## src/rtl/sd_reg_host_bridge.sv

```systemverilog
// CPU valid/ready to SD host register-set bridge with setup/strobe timing.
// Optional write read-back verification is enabled by defining WR_VERIFY_EN.
module sd_reg_host_bridge #(
    parameter int                ADDR_W   = 8,
    parameter int                DATA_W   = 32,
    parameter logic [ADDR_W-1:0] MAX_ADDR = 8'hFC,
    parameter int                RD_LAT   = 1
) (
    input  logic              clk,
    input  logic              reset,
    input  logic              host_valid,
    output logic              host_ready,
    input  logic              host_wr,
    input  logic [ADDR_W-1:0] host_addr,
    input  logic [DATA_W-1:0] host_wdata,
    output logic              resp_valid,
    output logic              resp_err,
    output logic [DATA_W-1:0] resp_rdata,
    output logic [1:0]        req,
    output logic              wnr,
    output logic [ADDR_W-1:0] address,
    output logic [DATA_W-1:0] data_in,
    input  logic [DATA_W-1:0] reg_rdata
);

    typedef enum logic [2:0] {
        IDLE,
        SETUP,
        STROBE,
        RDWAIT,
        RESP
    } state_t;

    state_t     state;
    logic       wr_q;
    logic       vfy;
    logic [1:0] cnt;
    logic       bad_addr;

    assign bad_addr = (host_addr[1:0] != 2'b00) || (host_addr > MAX_ADDR);

    always_ff @(posedge clk or negedge reset) begin
        if (!reset) begin
            state      <= IDLE;
            host_ready <= 1'b0;
            resp_valid <= 1'b0;
            resp_err   <= 1'b0;
            resp_rdata <= '0;
            req        <= 2'b00;
            wnr        <= 1'b0;
            address    <= '0;
            data_in    <= '0;
            wr_q       <= 1'b0;
            vfy        <= 1'b0;
            cnt        <= '0;
        end else begin
            unique case (state)
                IDLE: begin
                    if (host_valid && host_ready) begin
                        host_ready <= 1'b0;
                        wr_q       <= host_wr;
                        vfy        <= 1'b0;
                        if (bad_addr) begin
                            // No register-set activity on a rejected address
                            state      <= RESP;
                            resp_valid <= 1'b1;
                            resp_err   <= 1'b1;
                            resp_rdata <= '0;
                        end else begin
                            state   <= SETUP;
                            req     <= 2'b11;
                            wnr     <= 1'b0;
                            address <= host_addr;
                            data_in <= host_wdata;
                        end
                    end else begin
                        host_ready <= 1'b1;
                    end
                end
                SETUP: begin
                    state <= STROBE;
                    wnr   <= wr_q & ~vfy;
                end
                STROBE: begin
                    wnr <= 1'b0;
                    if (wr_q && !vfy) begin
`ifdef WR_VERIFY_EN
                        state <= SETUP;
                        vfy   <= 1'b1;
`else
                        state      <= RESP;
                        req        <= 2'b00;
                        resp_valid <= 1'b1;
                        resp_err   <= 1'b0;
                        resp_rdata <= '0;
`endif
                    end else begin
                        state <= RDWAIT;
                        cnt   <= 2'(RD_LAT - 1);
                    end
                end
                RDWAIT: begin
                    if (cnt == 2'd0) begin
                        state      <= RESP;
                        req        <= 2'b00;
                        resp_valid <= 1'b1;
                        resp_rdata <= reg_rdata;
                        resp_err   <= vfy && (reg_rdata != data_in);
                        vfy        <= 1'b0;
                    end else begin
                        cnt <= cnt - 2'd1;
                    end
                end
                RESP: begin
                    state      <= IDLE;
                    resp_valid <= 1'b0;
                    resp_err   <= 1'b0;
                    host_ready <= 1'b1;
                end
                default: begin
                    state <= IDLE;
                end
            endcase
        end
    end

endmodule

```

## config.mk

```make
export PLATFORM = sky130hd
export DESIGN_NAME = sd_reg_host_bridge
export DESIGN_NICKNAME = d
export VERILOG_FILES = /design/src/rtl/sd_reg_host_bridge.sv
export SDC_FILE = /design/constraint.sdc
export NUM_CORES = 1
export LEC_CHECK = 0
export ABC_AREA = 1
export BUFFER_PORTS_ARGS = -buffer_cell sky130_fd_sc_hd__buf_2
export CAP_MARGIN = 10
export CORE_MARGIN = 2
export CORE_UTILIZATION = 31
export DETAILED_ROUTE_END_ITERATION = 10
export SKIP_LAST_GASP = 1
export SLEW_MARGIN = 10
export SYNTH_ARGS = -nofsm -noshare
export SYNTH_HDL_FRONTEND = slang
export SYNTH_SLANG_ARGS = --single-unit
```

## constraint.sdc

```tcl
create_clock -name clk -period 3.4 [get_ports clk]
set_input_delay 1.02 -clock clk [delete_from_list [all_inputs] [get_ports clk]]
set_output_delay 1.02 -clock clk [all_outputs]
set_load 0.02 [all_outputs]
```

# --- Word level (Yosys, flattened, before mapping) ---
# Index checks and enable logic that the tools add are counted.
totals:
  regBits: 85
  out_inout_bits: 78
  wordCells: 86
  inputBits: 76
classes:
  order_cmp: 1
  n_mux: 34
  eq_ne: 12
  addsub: 1
  n_reduce_logical: 23
  bitwise: 3
ops:
  columns: ["operator", "count"]
  rows:
  - ["2-to-1 mux 32 bit", 4]
  - ["case mux 32 bit (3 select lines)", 1]
  - ["inequality test 32 bit", 1]
  - ["AND reduction 5 bit", 3]
  - ["inequality test 2 bit (second input constant)", 7]
  - ["2-to-1 mux 2 bit", 6]
  - ["2-to-1 mux 3 bit", 4]
  - ["case mux 3 bit (4 select lines)", 1]
  - ["AND reduction 3 bit", 4]
  - ["2-to-1 mux 1 bit", 11]
  - ["> comparator 8 bit (second input constant)", 1]
  - ["case mux 1 bit (4 select lines)", 2]
  - ["nonzero test 2 bit", 4]
  - ["equality test 3 x 2 -> 1 bit (second input constant)", 2]
  - ["case mux 2 bit (3 select lines)", 1]
  - ["nonzero test 3 bit", 2]
  - ["case mux 1 bit (2 select lines)", 2]
  - ["case mux 2 bit (2 select lines)", 1]
  - ["AND reduction 2 bit", 2]
  - ["nonzero test 4 bit", 1]
  - ["equality test 3 x 1 -> 1 bit (second input constant)", 1]
  - ["equality test 3 bit (second input constant)", 1]
  - ["logical AND 1 bit", 3]
  - ["logical NOT 3 bit", 1]
  - ["7 further kinds", 8]

# --- Depth between registers and ports, before layout ---
# Gate-level depths: netlist (run 1).
logic_depth:
  depth_word: 5
  depth_mapped: 10

# --- Least setup slack after synthesis (run 1) ---
# No wires, ideal clock.
synth_path:
  path_kind: "input -> register"
  startpoint: "input port host_valid"
  endpoint: "register address[7]"
  stages: 7
  path_slack_ps: 1407
  n_path_buf: 2
  arrival_ps: 1877
  setup_time_ps: 116
  path_cell_list: "nand2_1 nor3_4 nand3_1 buf_2 buf_6 nand2_1 nand2_1"
synth_via:
  elab_chain_len: 2
synth_rtl:
  columns: ["item", "line_no", "rtl"]
  rows:
  - ["start, declared", "11", "input logic host_valid,"]
  - ["logical AND 1 bit", "59", "if (host_valid && host_ready) begin"]
  - ["AND reduction 3 bit (no line)", null, null]
  - ["end signal, assigned", "73", "address <= host_addr;"]
  - ["end, declared", "21", "output logic [ADDR_W-1:0] address,"]
# No other way between the ends.
# A chain may end at the register's enable or synchronous reset.

# --- Final worst setup path (run 1) ---
layout_path:
  startpoint: "input port host_valid"
  endpoint: "register data_in[13]"
layout_via:
  elab_chain_len: 2
layout_rtl:
  columns: ["item", "line_no", "rtl"]
  rows:
  - ["logical AND 1 bit", "59", null]
  - ["AND reduction 3 bit (no line)", null, null]
  - ["end signal, assigned", "74", "data_in <= host_wdata;"]
  - ["end, declared", "22", "output logic [DATA_W-1:0] data_in,"]
# No other way between the ends.

==> metrics.txt, run 1 <==
Final ANT Viol Nets=0; post-route clock period utilization=0.635; hold path startpoint=resp_rdata[15]; ant diodes=0; setup bufs post-CTS=0; clock buffer depth=2; vias post-DR=2979; # rows=38; WL/cell=12.3 µm; H-Tree Depth=3; Pint=2.22 mW; Via density=4.39; Clk pwr share=0.199; Critical R2R Launch=state[0]; Worst R2R Path Depth=7; number of I/O pins=154; Crit Path Class=input port to flop; Net count, final=612; Worst Path Arrival=2.43 ns; power density over the cells=854 mW/mm²; vias in the first global route=2913; final setup violating endpoints=0; max-cap violations=0; Post-synth EDFFs=0; critical path peak fanout=40; Slew @ Worst Pin=1.04 ns; area grow syn2layout=31.5%; Post-Synth Adder-Cell Area=0.00370; Flop pwr share=0.396; Worst-Skew Late Latency=0.34 ns; compound-cell area share of the yosys netlist=0.00962; cts repair resizes=0; CTS tree=done; Total Routed Length=8320 µm; Netlist Area Pre-Place=0.00338 mm²; Slew headroom=0.310; Hold Path Class=flop to flop; Slew Limit Fails=0; Starting Density=0.315; syn_nets=463; Critical Path RT=3.67 ns; Main synth FF type=dfrtp_1; TNS Setup=0 ns; area share of the largest cell type after synthesis=0.614; Max VDD drop=0.412 mV; main combinational cell family by area after synthesis=simple AND/OR/NAND/NOR gates; routability cong.=0.774; endpoints failing hold=0; CP Launch Point=host_valid; initial antenna violation count=0; Hold Path Cell Cnt=2; Startpoint Class=input port; chip height=108 µm; total power=3.80 mW; CP Capture Type=flop; utilization after layout=0.414; Syn Inst Count=386; clock skew=0.00764 ns; DP HPWL=5720 µm; clk root buf=clkbuf_8; switch share=0.415; ranking of synthesized cells by area=dfrtp_1 61%, nand2_1 22%, nand3_1 6.4%; leakage power=2.68 nW; First DRT Iteration DRCs=202; Die ar.=0.0118 mm²; I/O Buffers=153; synthesized flop and latch total=83; Sw Pwr=1.57 mW; CTS Sinks=83; post-synthesis xor/xnor area fraction=0; core area=0.0107 mm²; top cells by count, synth=202 x nand2_1, 83 x dfrtp_1, 43 x nand3_1; outcome=complete, no violations; chip width=108 µm; fmax=463 MHz; CTS buffer count=9; DRC=0; Congestion Overflow GR=0; post-synthesis cell type count=19; part of the Yosys area used for sequential elements=0.614; First-pass DRT Iterations=4; first-pass GRT wire length=13500 µm; Synthesis Warnings=0; Gate power share=0.404; Total Routing Usage GR=0.147; post-synthesis async set-or-reset flop share=1.00; post-synthesis mux area share=0; cell taking the most area after synthesis=dfrtp_1; Mean Syn Cell Area=8.76 µm²; minimum clock period=2.16 ns; share of cells above drive strength 1=0.330; count leader, synth=nand2_1; Worst R2R Setup Slack=1.45 ns; RSZ-0062 raised after global routing=no; Hold Buf Count CTS=0; Simple-Gate Fraction of Synth Area=0.318; Worst Hold Endpoint=resp_rdata[15]; pin count of the biggest net entering global routing=84; Clock transition at path regs=0.08 ns; RR Endpoint=data_in[13]
worst max-delay path, stage by stage:
cell and delay, ns:
buf_2 0.08, nand2_1 0.09, nor3_4 0.26, inv_2 0.07, nor2_4 0.66, nand2_1 0.13, nand2_1 0.10
logic make-up (layout without fill, tap and decap cells):
group,count (synthesis),in the layout
flops,83,83
compound gates,6,6
buf+inv,35,188
fa+ha+maj,1,1
simple gates,261,261
routing by layer:
| metal | global-route usage | part of all wire |
|---|---|---|
| met1 | 0.186 | 0.46 |
| met2 | 0.233 | 0.44 |
| met3 | 0.0392 | 0.085 |
| met4 | 0.0687 | 0.014 |
| met5 | 0 | 0 |
worst max path at each step:
stage	endpoint	slack, ns	cells after the start
finish	data_in[13]	1.24	7
detailed placement	data_in[18]	0.86	7
CTS	data_in[13]	1.24	7
global placement	data_in[10]	0.94	7
global route	data_in[17]	1.05	7
floorplan	address[7]	1.41	7
per-stage QoR:
stage	area, µm²	cells	setup slack, ns	hold slack, ns
2_1_floorplan	3380	386	1.41	0.452
3_3_place_gp	4240	664	0.937	0.448
3_5_place_dp	4240	664	0.863	0.454
4_1_cts	4440	679	1.24	0.473
5_1_grt	4440	679	1.05	0.502
6_report	4440	679	1.24	0.470
state kept, by name (all words and copies together) (netlist names), 2 cells and up:
name	flops
data_in	32
cnt	2
address	8
state	3
resp_rdata	32
cell type report:
| cell class | count | area (µm²) |
|---|---|---|
| tap | 140 | 175 |
| clock buffer | 13 | 149 |
| sequential | 83 | 2080 |
| fill | 1122 | 6300 |
| multi-input combinational | 268 | 1130 |
| inverter | 17 | 63.8 |
| timing repair buffer | 156 | 791 |
| clock inverter | 2 | 60.1 |
power groups by stage:
stage | clock network, mW | logic [mW] | registers, mW
2_1_floorplan | 0 | 0.715 | 1.88
3_3_place_gp | 0 | 1.54 | 1.52
3_5_place_dp | 0 | 1.56 | 1.51
4_1_cts | 0.794 | 1.56 | 1.51
5_1_grt | 0.836 | 1.71 | 1.55
6_report | 0.757 | 1.54 | 1.50
cell usage in the layout, fill, tap and decap left out:
master / n
dfrtp_1: 83
buf_2: 152
a21oi_1: 2
nand4_1: 2
nand3_1: 43
buf_4: 4
clkbuf_1: 3
nor2_4: 3
nor3_4: 1
ha_1: 1
clkbuf_8: 10
o21ai_0: 3
bufinv_16: 2
nand2_2: 1
nand2_1: 202
nand2_4: 1
nor2_1: 8
inv_1: 13
inv_2: 4
o31ai_1: 1
(Power assumes the default switching activity.)
==> run 2: changes to the inputs <==
- ABC_AREA: 1 -> 0
- clock period: 3.4 -> 2.1 ns (I/O delays scaled with it)
==> run 2 against run 1 <==
  * Synthesized area is 2.4% higher
  * Largest cell class unchanged
  * Die area rose by 2.3%
  * Worst setup slack lost 1.2 ns
  * Sequential cell count unchanged
  * Global-route usage fell by 0.94 points
  * Final area grew 5.7%
==> metrics.txt, run 2 <==
outcome=complete, no violations (unchanged); endpoints failing hold=0 (unchanged); CTS Sinks=83 (unchanged); Slew Limit Fails=0 (unchanged); DRC=0 (unchanged); Netlist Area Pre-Place=0.00346 mm² (was 0.00338 mm²); initial antenna violation count=0 (unchanged); Final ANT Viol Nets=0 (unchanged); number of I/O pins=154 (unchanged); Pint=3.81 mW (was 2.22 mW); Simple-Gate Fraction of Synth Area=0.0986 (was 0.318); cells along the critical path=inv_1 > ha_2 > nand2_1 > a211oi_4 > nor3b_4 > buf_12 > clkbuf_16 > mux2_2 (was buf_2 > nand2_1 > nor3_4 > inv_2 > nor2_4 > nand2_1 > nand2_1); DP HPWL=5660 µm (was 5720 µm); Starting Density=0.318 (was 0.315); first-pass GRT wire length=12700 µm (was 13500 µm); clock skew=0.00827 ns (was 0.00764 ns); max-cap violations=0 (unchanged); Worst Hold Margin=0.235 ns (was 0.470 ns); area share of the largest cell type after synthesis=0.600 (was 0.614); chip width=110 µm (was 108 µm); post-route cell area=0.00470 mm² (was 0.00444 mm²); commonest non-fill, non-tap cell in the layout=buf_2 (was nand2_1); area grow syn2layout=35.7% (was 31.5%); # rows=38 (unchanged); post-synthesis async set-or-reset flop share=1.00 (unchanged); ant diodes=0 (unchanged); post-route clock period utilization=0.983; Total Routed Length=8450 µm (was 8320 µm); synthesized flop and latch total=83 (unchanged); Post-Synth Adder-Cell Area=0.00361 (was 0.00370); Slew headroom=0.715 (was 0.310); # fillers=1056 (was 1122); syn_nets=375 (was 463); routability cong.=0.741 (was 0.774); Worst path slowest cell=dfrtp_1 (was nor2_4); CP Capture Type=flop (unchanged); vias in the first global route=2788 (was 2913); Worst path max stage delay=0.41 ns (was 0.66 ns); I/O Buffers=153 (unchanged); Congestion Overflow GR=0 (unchanged); Die ar.=0.0120 mm² (was 0.0118 mm²); Main synth FF type=dfrtp_1 (unchanged); CTS tree=done (unchanged); Synthesis Warnings=0 (unchanged); CTS buffer count=9 (unchanged); post-synthesis mux area share=0.127 (was 0); H-Tree Depth=3 (unchanged); most frequent cells in the layout=152 x buf_2, 83 x dfrtp_1, 39 x o21ai_0 (was 202 x nand2_1, 152 x buf_2, 83 x dfrtp_1); Clk pwr share=0.166 (was 0.199); Sw Pwr=2.42 mW (was 1.57 mW); Crit Path Class=flop to flop (was input port to flop); placed cells=581 (was 664); Post-synth EDFFs=0 (unchanged); compound-cell area share of the yosys netlist=0.0968 (was 0.00962); ranking of synthesized cells by area=dfrtp_1 60%, mux2_2 12%, nand4_1 5.8% (was dfrtp_1 61%, nand2_1 22%, nand3_1 6.4%); minimum clock period=2.06 ns; Mean Syn Cell Area=11.6 µm² (was 8.76 µm²); Post-DP Area=0.00444 mm² (was 0.00424 mm²); Net count, final=534 (was 612); Top Registers=data_in x32, resp_rdata x32, address x8 (unchanged); clk root buf=clkbuf_8 (unchanged); post-synthesis cell type count=31 (was 19); pin count of the biggest net entering global routing=50 (was 84); Reg area=0.00208 mm² (unchanged); utilization after layout=0.432 (was 0.414); First DRT Iteration DRCs=210 (was 202); power density over the cells=1330 mW/mm² (was 854 mW/mm²); fin cells=602 (was 679); cell taking the most area after synthesis=dfrtp_1 (unchanged); Max VDD drop=0.636 mV (was 0.412 mV); switch share=0.389 (was 0.415); chip height=110 µm (was 108 µm); Worst Path Arrival=2.30 ns (was 2.43 ns); top cells by count, synth=83 x dfrtp_1, 39 x o21ai_0, 36 x inv_1, 36 x mux2_2, 32 x nand4_1 (was 202 x nand2_1, 83 x dfrtp_1, 43 x nand3_1); WL/cell=14.0 µm (was 12.3 µm); RSZ-0062 raised after global routing=yes (was no); TNS Setup=0 ns (unchanged); Hold Path Class=input port to asynchronous set/reset pin (was flop to flop); Flop pwr share=0.373 (was 0.396); vias post-DR=2845 (was 2979); Slew @ Worst Pin=0.426 ns (was 1.04 ns); core area=0.0109 mm² (was 0.0107 mm²); Total Routing Usage GR=0.137 (was 0.147); main combinational cell family by area after synthesis=multiplexers (was simple AND/OR/NAND/NOR gates); Startpoint Class=flop (was input port); First-pass DRT Iterations=5 (was 4); Worst-Skew Late Latency=0.35 ns (was 0.34 ns); Critical Path RT=2.34 ns (was 3.67 ns); Multi-input gate area=0.00113 mm² (about the same); critical path peak fanout=20 (was 40); leakage power=2.28 nW (was 2.68 nW); fmax=485 MHz; Syn Inst Count=298 (was 386); final setup violating endpoints=0 (unchanged); Via density=4.73 (was 4.39); count leader, synth=dfrtp_1 (was nand2_1); part of the Yosys area used for sequential elements=0.600 (was 0.614); post-synthesis xor/xnor area fraction=0 (unchanged); Gate power share=0.461 (was 0.404); share of cells above drive strength 1=0.485 (was 0.330); Clock transition at path regs=0.08 ns (about the same); clock buffer depth=2 (unchanged)
run 2: area by class of cell:
| class | instances | area share |
|---|---|---|
| multi-input combinational | 156 | 0.241 |
| clock buffer | 14 | 0.0346 |
| clock inverter | 2 | 0.00213 |
| timing repair buffer | 171 | 0.214 |
| sequential | 83 | 0.442 |
| inverter | 36 | 0.0288 |
| tap | 140 | 0.0373 |
run 2: power groups by stage:
stage	Sequential (mW)	Clock, mW	Combinational (mW)
after floorplan	2.88	0	1.33
after global placement	2.34	0	2.69
after detailed placement	2.36	0	2.73
after CTS	2.33	1.09	2.73
after global routing	2.40	1.17	3.11
final	2.32	1.04	2.87
run 2: worst max-delay path, delay by kind of cell (launching register included):
family | cells | cell delay [ns]
compound gates | 1 | 0.26
fa+ha+maj | 1 | 0.18
buf+inv | 3 | 0.41
flops | 1 | 0.41
mux | 1 | 0.35
simple gates | 2 | 0.36
run 2: through the flow:
step	setup WS [ns]	power (mW)
6_report	0.0367	6.23
5_1_grt	-0.0506	6.68
4_1_cts	0.0569	6.16
3_5_place_dp	-0.0276	5.09
3_3_place_gp	0.0370	5.03
2_1_floorplan	0.0301	4.21
run 2: cell families (layout without fill, tap and decap cells):
group                    Yosys count  in the layout
adder cells (fa/ha/maj)            1              1
AO/OA/AOI/OAI                     58             58
AND/OR/NAND/NOR                   58             58
flip-flops                        83             83
multiplexers                      39             39
buffers and inverters             59            223
run 2: layer usage:
metal | up-vias | wire length, µm | global-route usage
met5 | - | 0 | 0
met4 | 0 | 135 | 0.0606
li1 | 1354 | - | -
met2 | 112 | 4030 | 0.220
met1 | 1370 | 3630 | 0.171
met3 | 9 | 660 | 0.0421
run 2: final timing paths:
check | cells after the start | from | slack (ns) | to
max in group asynchronous | 2 | reset | 1.60 | resp_rdata[25]
min in group clk | 1 | data_in[30] | 0.49 | data_in[30]
min reg2reg | 1 | data_in[30] | 0.49 | data_in[30]
max reg2reg | 8 | cnt[0] | 0.04 | data_in[0]
min | 2 | reset | 0.23 | data_in[7]
max | 8 | cnt[0] | 0.04 | data_in[0]
run 2: repair_timing:
item                       in CTS  in global routing
resized for setup               0                  1
setup endpoints to repair       0                 47
hold buffers                    0                  0
setup buffers                   0                  3
hold endpoints to repair        0                  0
